===== config.mk =====
export PLATFORM = sky130hd
export DESIGN_NAME = ram_load_ctrl_flat
export DESIGN_NICKNAME = d
export VERILOG_FILES = /design/src/rtl/ram_load_ctrl_if.sv /design/src/rtl/ram_load_ctrl.sv /design/src/flat_wrapper.sv
export SDC_FILE = /design/constraint.sdc
export NUM_CORES = 1
export LEC_CHECK = 0
export BUFFER_PORTS_ARGS = -buffer_cell sky130_fd_sc_hd__buf_2
export CORE_ASPECT_RATIO = 0.8
export CORE_MARGIN = 2
export CORE_UTILIZATION = 55
export CTS_CLUSTER_SIZE = 40
export DETAILED_ROUTE_END_ITERATION = 12
export HOLD_SLACK_MARGIN = 0.08
export PLACE_DENSITY_LB_ADDON = 0.08
export SLEW_MARGIN = 20
export SYNTH_ARGS = -nofsm -noshare
export SYNTH_HDL_FRONTEND = slang
export SYNTH_SLANG_ARGS = --single-unit

===== constraint.sdc =====
create_clock -name clk -period 3.28 [get_ports clk]
set_input_delay 0.328 -clock clk [delete_from_list [all_inputs] [get_ports clk]]
set_output_delay 0.328 -clock clk [all_outputs]
set_load 0.005 [all_outputs]

===== src/rtl/ram_load_ctrl_if.sv =====
// Stream-in and RAM-write bus of the RAM load sequencer.
// Handshake: a word transfers on a rising clk edge where in_valid & in_ready are both high.
interface ram_load_ctrl_if;
  logic [31:0] in_data;
  logic        in_valid;
  logic        in_ready;
  logic [31:0] data;
  logic [15:0] wren;
  logic [5:0]  wr_addr;

  modport master (
    output in_data, in_valid,
    input  in_ready, data, wren, wr_addr
  );

  modport slave (
    input  in_data, in_valid,
    output in_ready, data, wren, wr_addr
  );
endinterface


===== src/rtl/ram_load_ctrl.sv =====
// Parses framed stream words and steers fixed-length payload blocks into one of 16 RAMs.
// Optional macro LOAD_TIMEOUT_EN aborts a block that stalls for TMO_CYCLES idle cycles.
module ram_load_ctrl #(
  parameter int CA_WORDS   = 32,
  parameter int MSG_WORDS  = 47,
  parameter int TMO_CYCLES = 4096
) (
  input  logic             clk,
  input  logic             rst_n,
  ram_load_ctrl_if.slave   bus,
  output logic [9:0]       delay_ca0,
  output logic [9:0]       delay_ca1,
  output logic [9:0]       delay_ca2,
  output logic [9:0]       delay_ca3,
  output logic [9:0]       delay_ca4,
  output logic [9:0]       delay_ca5,
  output logic [9:0]       delay_ca6,
  output logic [9:0]       delay_ca7,
  output logic             busy,
  output logic             done,
  output logic [3:0]       done_id,
  output logic             err,
  output logic             state_dbg
);
  typedef enum logic {IDLE = 1'b0, LOAD = 1'b1} state_t;

  localparam logic [5:0] CA_LAST  = 6'(CA_WORDS - 1);
  localparam logic [5:0] MSG_LAST = 6'(MSG_WORDS - 1);

  state_t      state_q, state_n;
  logic [5:0]  cnt_q, cnt_n;
  logic        typ_q, typ_n;
  logic [2:0]  ch_q, ch_n;
  logic        rdy_q;
  logic [31:0] data_q, data_n;
  logic [15:0] wren_q, wren_n;
  logic [5:0]  addr_q, addr_n;
  logic        done_q, done_n;
  logic [3:0]  done_id_q, done_id_n;
  logic        err_q, err_n;
  logic [9:0]  delay_q [8];
  logic [9:0]  delay_n [8];
  logic        accept;
  logic [5:0]  last_idx;

`ifdef LOAD_TIMEOUT_EN
  logic [11:0] tmo_q, tmo_n;
`else
  logic unused_tmo;
  assign unused_tmo = (TMO_CYCLES != 0);
`endif

  assign accept   = bus.in_valid & rdy_q;
  assign last_idx = typ_q ? MSG_LAST : CA_LAST;

  always_comb begin
    state_n   = state_q;
    cnt_n     = cnt_q;
    typ_n     = typ_q;
    ch_n      = ch_q;
    data_n    = data_q;
    addr_n    = addr_q;
    wren_n    = 16'h0000;
    done_n    = 1'b0;
    done_id_n = done_id_q;
    err_n     = 1'b0;
    delay_n   = delay_q;
`ifdef LOAD_TIMEOUT_EN
    tmo_n     = 12'd0;
`endif
    case (state_q)
      IDLE: begin
        if (accept) begin
          if (bus.in_data[31:24] != 8'hA5 || bus.in_data[23:20] > 4'd2) begin
            err_n = 1'b1;
          end else if (bus.in_data[23:20] == 4'd2) begin
            delay_n[bus.in_data[18:16]] = bus.in_data[9:0];
          end else begin
            typ_n   = bus.in_data[20];
            ch_n    = bus.in_data[18:16];
            cnt_n   = 6'd0;
            state_n = LOAD;
          end
        end
      end
      LOAD: begin
        // Every word here is payload, even one that looks like a header.
        if (accept) begin
          data_n = bus.in_data;
          wren_n = 16'h0001 << {typ_q, ch_q};
          addr_n = cnt_q;
          cnt_n  = cnt_q + 6'd1;
          if (cnt_q == last_idx) begin
            done_n    = 1'b1;
            done_id_n = {typ_q, ch_q};
            state_n   = IDLE;
          end
        end
`ifdef LOAD_TIMEOUT_EN
        else if (tmo_q == 12'(TMO_CYCLES - 1)) begin
          err_n   = 1'b1;
          state_n = IDLE;
        end else begin
          tmo_n = tmo_q + 12'd1;
        end
`endif
      end
      default: state_n = IDLE;
    endcase
  end

  always_ff @(posedge clk or negedge rst_n) begin
    if (!rst_n) begin
      state_q   <= IDLE;
      cnt_q     <= 6'd0;
      typ_q     <= 1'b0;
      ch_q      <= 3'd0;
      rdy_q     <= 1'b0;
      data_q    <= 32'd0;
      wren_q    <= 16'h0000;
      addr_q    <= 6'd0;
      done_q    <= 1'b0;
      done_id_q <= 4'd0;
      err_q     <= 1'b0;
      for (int i = 0; i < 8; i++) delay_q[i] <= 10'd0;
`ifdef LOAD_TIMEOUT_EN
      tmo_q     <= 12'd0;
`endif
    end else begin
      state_q   <= state_n;
      cnt_q     <= cnt_n;
      typ_q     <= typ_n;
      ch_q      <= ch_n;
      rdy_q     <= 1'b1;
      data_q    <= data_n;
      wren_q    <= wren_n;
      addr_q    <= addr_n;
      done_q    <= done_n;
      done_id_q <= done_id_n;
      err_q     <= err_n;
      delay_q   <= delay_n;
`ifdef LOAD_TIMEOUT_EN
      tmo_q     <= tmo_n;
`endif
    end
  end

  assign bus.in_ready = rdy_q;
  assign bus.data     = data_q;
  assign bus.wren     = wren_q;
  assign bus.wr_addr  = addr_q;
  assign busy         = (state_q == LOAD);
  assign state_dbg    = state_q;
  assign done         = done_q;
  assign done_id      = done_id_q;
  assign err          = err_q;
  assign delay_ca0    = delay_q[0];
  assign delay_ca1    = delay_q[1];
  assign delay_ca2    = delay_q[2];
  assign delay_ca3    = delay_q[3];
  assign delay_ca4    = delay_q[4];
  assign delay_ca5    = delay_q[5];
  assign delay_ca6    = delay_q[6];
  assign delay_ca7    = delay_q[7];
endmodule


===== src/flat_wrapper.sv =====
// flat-port wrapper written by rule: the top's interface ports become plain ports
module ram_load_ctrl_flat 
#(
  parameter int CA_WORDS   = 32,
  parameter int MSG_WORDS  = 47,
  parameter int TMO_CYCLES = 4096
)
  (clk, rst_n, delay_ca0, delay_ca1, delay_ca2, delay_ca3, delay_ca4, delay_ca5, delay_ca6, delay_ca7, busy, done, done_id, err, state_dbg, bus_in_data, bus_in_valid, bus_in_ready, bus_data, bus_wren, bus_wr_addr);
  ram_load_ctrl_if bus_i ();
  input  logic clk;
  input  logic rst_n;
  output logic [9:0] delay_ca0;
  output logic [9:0] delay_ca1;
  output logic [9:0] delay_ca2;
  output logic [9:0] delay_ca3;
  output logic [9:0] delay_ca4;
  output logic [9:0] delay_ca5;
  output logic [9:0] delay_ca6;
  output logic [9:0] delay_ca7;
  output logic busy;
  output logic done;
  output logic [3:0] done_id;
  output logic err;
  output logic state_dbg;
  input wire logic [$bits(bus_i.in_data)-1:0] bus_in_data;
  input wire logic [$bits(bus_i.in_valid)-1:0] bus_in_valid;
  output wire logic [$bits(bus_i.in_ready)-1:0] bus_in_ready;
  output wire logic [$bits(bus_i.data)-1:0] bus_data;
  output wire logic [$bits(bus_i.wren)-1:0] bus_wren;
  output wire logic [$bits(bus_i.wr_addr)-1:0] bus_wr_addr;
  assign bus_i.in_data = bus_in_data;
  assign bus_i.in_valid = bus_in_valid;
  assign bus_in_ready = bus_i.in_ready;
  assign bus_data = bus_i.data;
  assign bus_wren = bus_i.wren;
  assign bus_wr_addr = bus_i.wr_addr;
  ram_load_ctrl #(.CA_WORDS(CA_WORDS), .MSG_WORDS(MSG_WORDS), .TMO_CYCLES(TMO_CYCLES)) u_core (.clk(clk), .rst_n(rst_n), .bus(bus_i), .delay_ca0(delay_ca0), .delay_ca1(delay_ca1), .delay_ca2(delay_ca2), .delay_ca3(delay_ca3), .delay_ca4(delay_ca4), .delay_ca5(delay_ca5), .delay_ca6(delay_ca6), .delay_ca7(delay_ca7), .busy(busy), .done(done), .done_id(done_id), .err(err), .state_dbg(state_dbg));
endmodule

**Word-level counts from Yosys, hierarchy flattened**

Index checks and enable logic that the tools add are counted.

- Input port bits: 35
- Register bits: 152
- Logic and storage cells: 66
- Output and inout port bits: 143

- Bitwise gates (word level): 5
- Shift operators: 1
- Equal/unequal tests: 7
- Mux-type cells: 23
- $lt $le $gt $ge: 3
- Reduce and logical (&&, ||, !) cells: 7
- Add/sub/neg operators: 1

Operators by type and width:

| operator | count |
|---|---|
| bitwise mux 80 bit | 1 |
| 2-to-1 mux 16 bit | 2 |
| demux 10 bit (select 3 bit) | 1 |
| 2-to-1 mux 6 bit | 5 |
| << shifter 1 x 4 -> 16 bit, first input constant | 1 |
| case mux 6 bit (2 select lines) | 1 |
| AND reduction 4 bit | 3 |
| 2-to-1 mux 1 bit | 11 |
| 2-to-1 mux 10 bit | 1 |
| inequality test 8 bit, second input constant | 1 |
| adder 6 x 1 -> 6 bit, second input constant | 1 |
| == test 6 bit | 1 |
| inequality test 2 bit, second input constant | 3 |
| == test 4 x 2 -> 1 bit, second input constant | 1 |
| >= comparator 4 bit, second input constant | 1 |
| > comparator 4 x 2 -> 1 bit, second input constant | 1 |
| less-than comparator 4 x 1 -> 1 bit, second input constant | 1 |
| inverter 3 -> 4 bit | 1 |
| inverter 1 bit | 3 |
| AND reduction 3 bit | 1 |
| inequality test 2 x 1 -> 1 bit, second input constant | 1 |
| case mux 1 bit (2 select lines) | 1 |
| AND reduction 2 bit | 1 |
| bitwise AND 1 bit | 1 |
| other kinds (2) | 2 |

**Longest topological paths before layout**

- Depth in word-level cells: 6
- Mapped depth: 6
- Mapped depth without buffers: 5

**Worst setup path before layout**

OpenSTA, ideal clock, no wires.

- Kind: input to register
- Start point: input port bus_in_data[23]
- End point: register u_core.delay_q (netlist bit u_core.delay_ca3[0])
- Data arrival time: 1.929 ns
- Path buffers: 1
- Data required time: 3.155 ns
- Stages: 5
- Setup time: 0.125 ns
- Path slack: 1.226 ns
- Cell sequence: or2_1 > or3_4 > or4_4 > buf_6 > mux2_4

- Word-level cells in the longest chain between the ends: 4
- Elaborated cells on any way between the ends: 5
- Those cells by class: order compare (1); eq/ne (1); bitwise (1); reduce/logical (2)

Ends and longest elaborated chain:

| item | line | source |
|---|---|---|
| start, declared | flat_wrapper.sv:25 | `input wire logic [$bits(bus_i.in_data)-1:0] bus_in_data;` |
| > comparator 4 x 2 -> 1 bit | ram_load_ctrl.sv:74 | `if (bus.in_data[31:24] != 8'hA5 \|\| bus.in_data[23:20] > 4'd2) begin` |
| logical OR 1 bit | ram_load_ctrl.sv:74 |  |
| inverter 1 bit (no source line) | - |  |
| AND reduction 4 bit (no source line) (*) | - |  |
| end signal, assigned | ram_load_ctrl.sv:141 | `delay_q <= delay_n;` |
| end, declared | ram_load_ctrl.sv:41 | `logic [9:0] delay_q [8];` |

Mark *: on every way between the ends. The rest lies on a longest branch, timed or not.
A chain may end at the register's enable or synchronous reset.

**Worst setup path in the final report**

- Start point: register u_core.state_q, in the netlist u_core.busy
- End point: register u_core.delay_q (netlist bit u_core.delay_ca4[9])

- Word-level cells in the longest chain between the ends: 2

Ends and longest elaborated chain:

| item | line | source |
|---|---|---|
| start, declared | ram_load_ctrl.sv:30 | `state_t state_q, state_n;` |
| start signal, assigned | ram_load_ctrl.sv:130 | `state_q <= state_n;` |
| inverter 1 bit (no source line) | - |  |
| AND reduction 4 bit (no source line) | - |  |

No other way between the ends.

==> flow_summary_export.csv <==
group,metric,value,unit
final_layout,final_common_cell,"buf_2",
setup_path,path_class,"reg2reg",
logic_synthesis,synth_nets,492,
routing,drt_iter0_drc,249,
pwr,power.switching,0.800,mW
routing,drc,0,
global_routing,use_met3,9.91,%
timing,finalCriticalPeriod,2360,ps
timing,tightest_slew,787,ps
global_routing,grt_use_met2,37.0,%
final_layout,fillers,778,
logic_synthesis,synth_top_area_share,64.4,%
logic_synthesis,yosysWarnings,0,
global_routing,grt_max_degree,86,
timing,rsz0062_at_grt,"false",
timing,finalSetupViolCount,0,
pwr,clock_power_share,46.3,%
global_routing,busiest_layer,"met2",
logic_synthesis,ys_seq_area_share,64.4,%
timing,slew_viol_final,0,
routing,ant_nets,0,
setup_path,r2r-start,"u_core.busy$_DFF_PN0_",
clock_network,post_cts_buffers,0,
pwr,power_frac_comb,3.3,%
global_routing,track_usage,25.0,%
setup_path,worstPathRequired,3570,ps
timing,fin_setup_tns,0,ps
global_routing,met1_usage,34.7,%
clock_network,cts_buffer_depth,2,
placement,hpwl,9300,µm
clock_network,clk-insertion-delay-late,410,ps
pwr,p_seq_share,50.4,%
pwr,swShare,21.2,%
timing,finalCritPeriodShare,71.8,%
setup_path,r2r_setup_slack,920,ps
floorplanning,start_util,57.0,%
routing,num_vias,4121,
pwr,internal_power,2.97,mW
placement,port_buffers,177,
timing,maxSlewHeadroom,47.0,%
floorplanning,rows,33,
final_layout,final_core_util,72.2,%
routing,finalWirelength,13700,µm
logic_synthesis,yosys_most_used_dff,"dfrtp_1",
global_routing,grt.overflow.total,0,
clock_network,cts_tree,"yes",
floorplanning,die_h,96.7,µm
timing,hold_viol,0,
final_layout,syn_to_final_growth,26.7,%
logic_synthesis,syn_avg_cell_area,12.9,µm²
logic_synthesis,synth.area.top_cells,"dfrtp_1, mux2_2, nand2_1",
job,max_cap_viol_count,0,
setup_path,startpoint,"u_core.busy$_DFF_PN0_",
logic_synthesis,yosys.area.top_type,"dfrtp_1",
routing,wl_per_cell,17.4,µm
setup_path,crit_fanout,14,
timing,clock_skew,6.74,ps
final_layout,layout_common_cells,"buf_2, dfrtp_1, nand2_1, mux2_2, clkbuf_16",
setup_path,r2r-end,"u_core.delay_ca4[9]$_DFFE_PN0P_",
floorplanning,core,10400,µm²
timing,hold_slack,115,ps
final_layout,instances_no_fill,790,
logic_synthesis,syn_area,5900,µm²
clock_network,numCtsBuffers,17,
global_routing,antenna_found_initial,0,
setup_path,cp-endpoint,"u_core.delay_ca4[9]$_DFFE_PN0P_",
pwr,p_leak,4.40,nW
placement,globalplace.congestion,0.837,
final_layout,fin_nets,676,
floorplanning,die_area,11600,µm²
clock_network,cts-root-buf,"clkbuf_16",
setup_path,crit_path_end_kind,"register",
routing,dr.pass1.iters,4,
clock_network,clk_pin_slew,60,ps
logic_synthesis,syn_inst,456,
final_layout,drive_gt1_share,47.4,%
setup_path,cp-start-kind,"register",
setup_path,worstPathArrival,2640,ps
min_path,hp-class,"in2reg",
routing,drt-vias-per-instance,5.22,
logic_synthesis,synthArstFlopShare,100,%
clock_network,cts_max_level,4,
pwr,power_density,504,nW/µm²
floorplanning,io_pins,178,
setup_path,rr_worst_depth,3,
floorplanning,die_x,120,µm
timing,setup_ws,925,ps
placement,place_inst,760,
logic_synthesis,ys_ff_latch,152,
logic_synthesis,synth_edf_count,0,
run_status,outcome,"completed",
pwr,peakVddDrop,0.312,mV
logic_synthesis,synth.distinct_cells,42,
timing,fmax,0.425,GHz
placement,pre_cts_ws,933,ps
clock_network,cts_num_sinks,152,
global_routing,grt_pass1_vias,4061,
global_routing,grt_pass1_wl,22100,µm
final_layout,diodes,0,
[metrics by stage]
stage                     area (µm²)  power, mW
after global routing            7480       3.91
after detailed placement        6940       2.06
after floorplan                 5900       1.96
after global placement          6940       2.06
after CTS                       7480       3.80
final                           7480       3.77
[final cells by class]
class,instances,area (µm²),share of cell area [%]
well taps,140,175,2.34
clock buffers,20,447,5.97
flip-flops and latches,152,3800,50.9
repair buffers,183,952,12.7
multi-input cells,284,2010,26.9
clock inverters,9,80.1,1.07
inverters,2,7.51,0.100
[kinds of logic after synthesis]
| logic type | Yosys count | synth area share [%] |
|---|---|---|
| buffers and inverters | 20 | 1.53 |
| DFF | 152 | 64.4 |
| muxes | 90 | 17.8 |
| adders and majority gates | 1 | 0.212 |
| AOI/OAI and AO/OA | 14 | 1.63 |
| and+or+nand+nor | 178 | 14.3 |
| other | 1 | 0.0635 |
[power groups by stage]
stage | Combinational (mW) | Clock (mW) | Sequential [mW]
floorplan | 0.0257 | 0 | 1.93
global placement | 0.124 | 0 | 1.93
detailed placement | 0.127 | 0 | 1.93
CTS | 0.128 | 1.78 | 1.90
global route | 0.142 | 1.87 | 1.90
finish | 0.125 | 1.75 | 1.90
[worst max-delay path, stage by stage, from the launching register on]
cell and delay (ps):
dfrtp_1 520, nor4b_2 640, and4_1 670, mux2_2 410
[cell usage after synthesis (2+ instances only)]
library cell,n
and4_1,3
nand4_2,3
nand3_1,5
a21boi_0,2
and2_1,2
dfrtp_1,152
clkbuf_1,12
nor2_1,16
inv_1,2
mux2_2,79
mux2_4,10
nand2_1,120
or3_1,3
o21ai_0,3
buf_2,3
a22o_1,3
a21o_1,2
nand2b_1,4
nor3_1,9
[how the worst min path moves through the flow]
stage / end / slack, ps / from / cells after the start
2_1_floorplan: u_core.bus.data[0]$_DFFE_PN0P_ / 30 / rst_n / 0
3_3_place_gp: u_core.bus.data[10]$_DFFE_PN0P_ / 420 / rst_n / 1
3_5_place_dp: u_core.bus.data[10]$_DFFE_PN0P_ / 420 / rst_n / 1
4_1_cts: u_core.bus.data[19]$_DFFE_PN0P_ / 100 / bus_in_data[19] / 3
5_1_grt: u_core.bus.data[15]$_DFFE_PN0P_ / 120 / bus_in_data[15] / 3
6_report: u_core.bus.data[19]$_DFFE_PN0P_ / 110 / bus_in_data[19] / 3
[registers in the layout, indices dropped and copies added (netlist names), 3 cells and up]
name / count
u_core.bus.data: 32
u_core.bus.wr_addr: 6
u_core.bus.wren: 16
u_core.ch_q: 3
u_core.cnt_q: 6
u_core.delay_ca0: 10
u_core.delay_ca1: 10
u_core.delay_ca2: 10
u_core.delay_ca3: 10
u_core.delay_ca4: 10
u_core.delay_ca5: 10
u_core.delay_ca6: 10
u_core.delay_ca7: 10
u_core.done_id: 4
[repair_timing]
action,4_1_cts,5_1_grt
endpoints found under the hold margin,84,0
endpoints found under the setup margin,0,0
gates resized for setup,0,0
hold buffers,1,0
[layer usage]
layer  wire [µm]  vias up
met5           0        -
met4         142        0
met3        1070       12
met2        6130      138
met1        6390     2055
li1            -     1916
(Power assumes the default switching activity.)
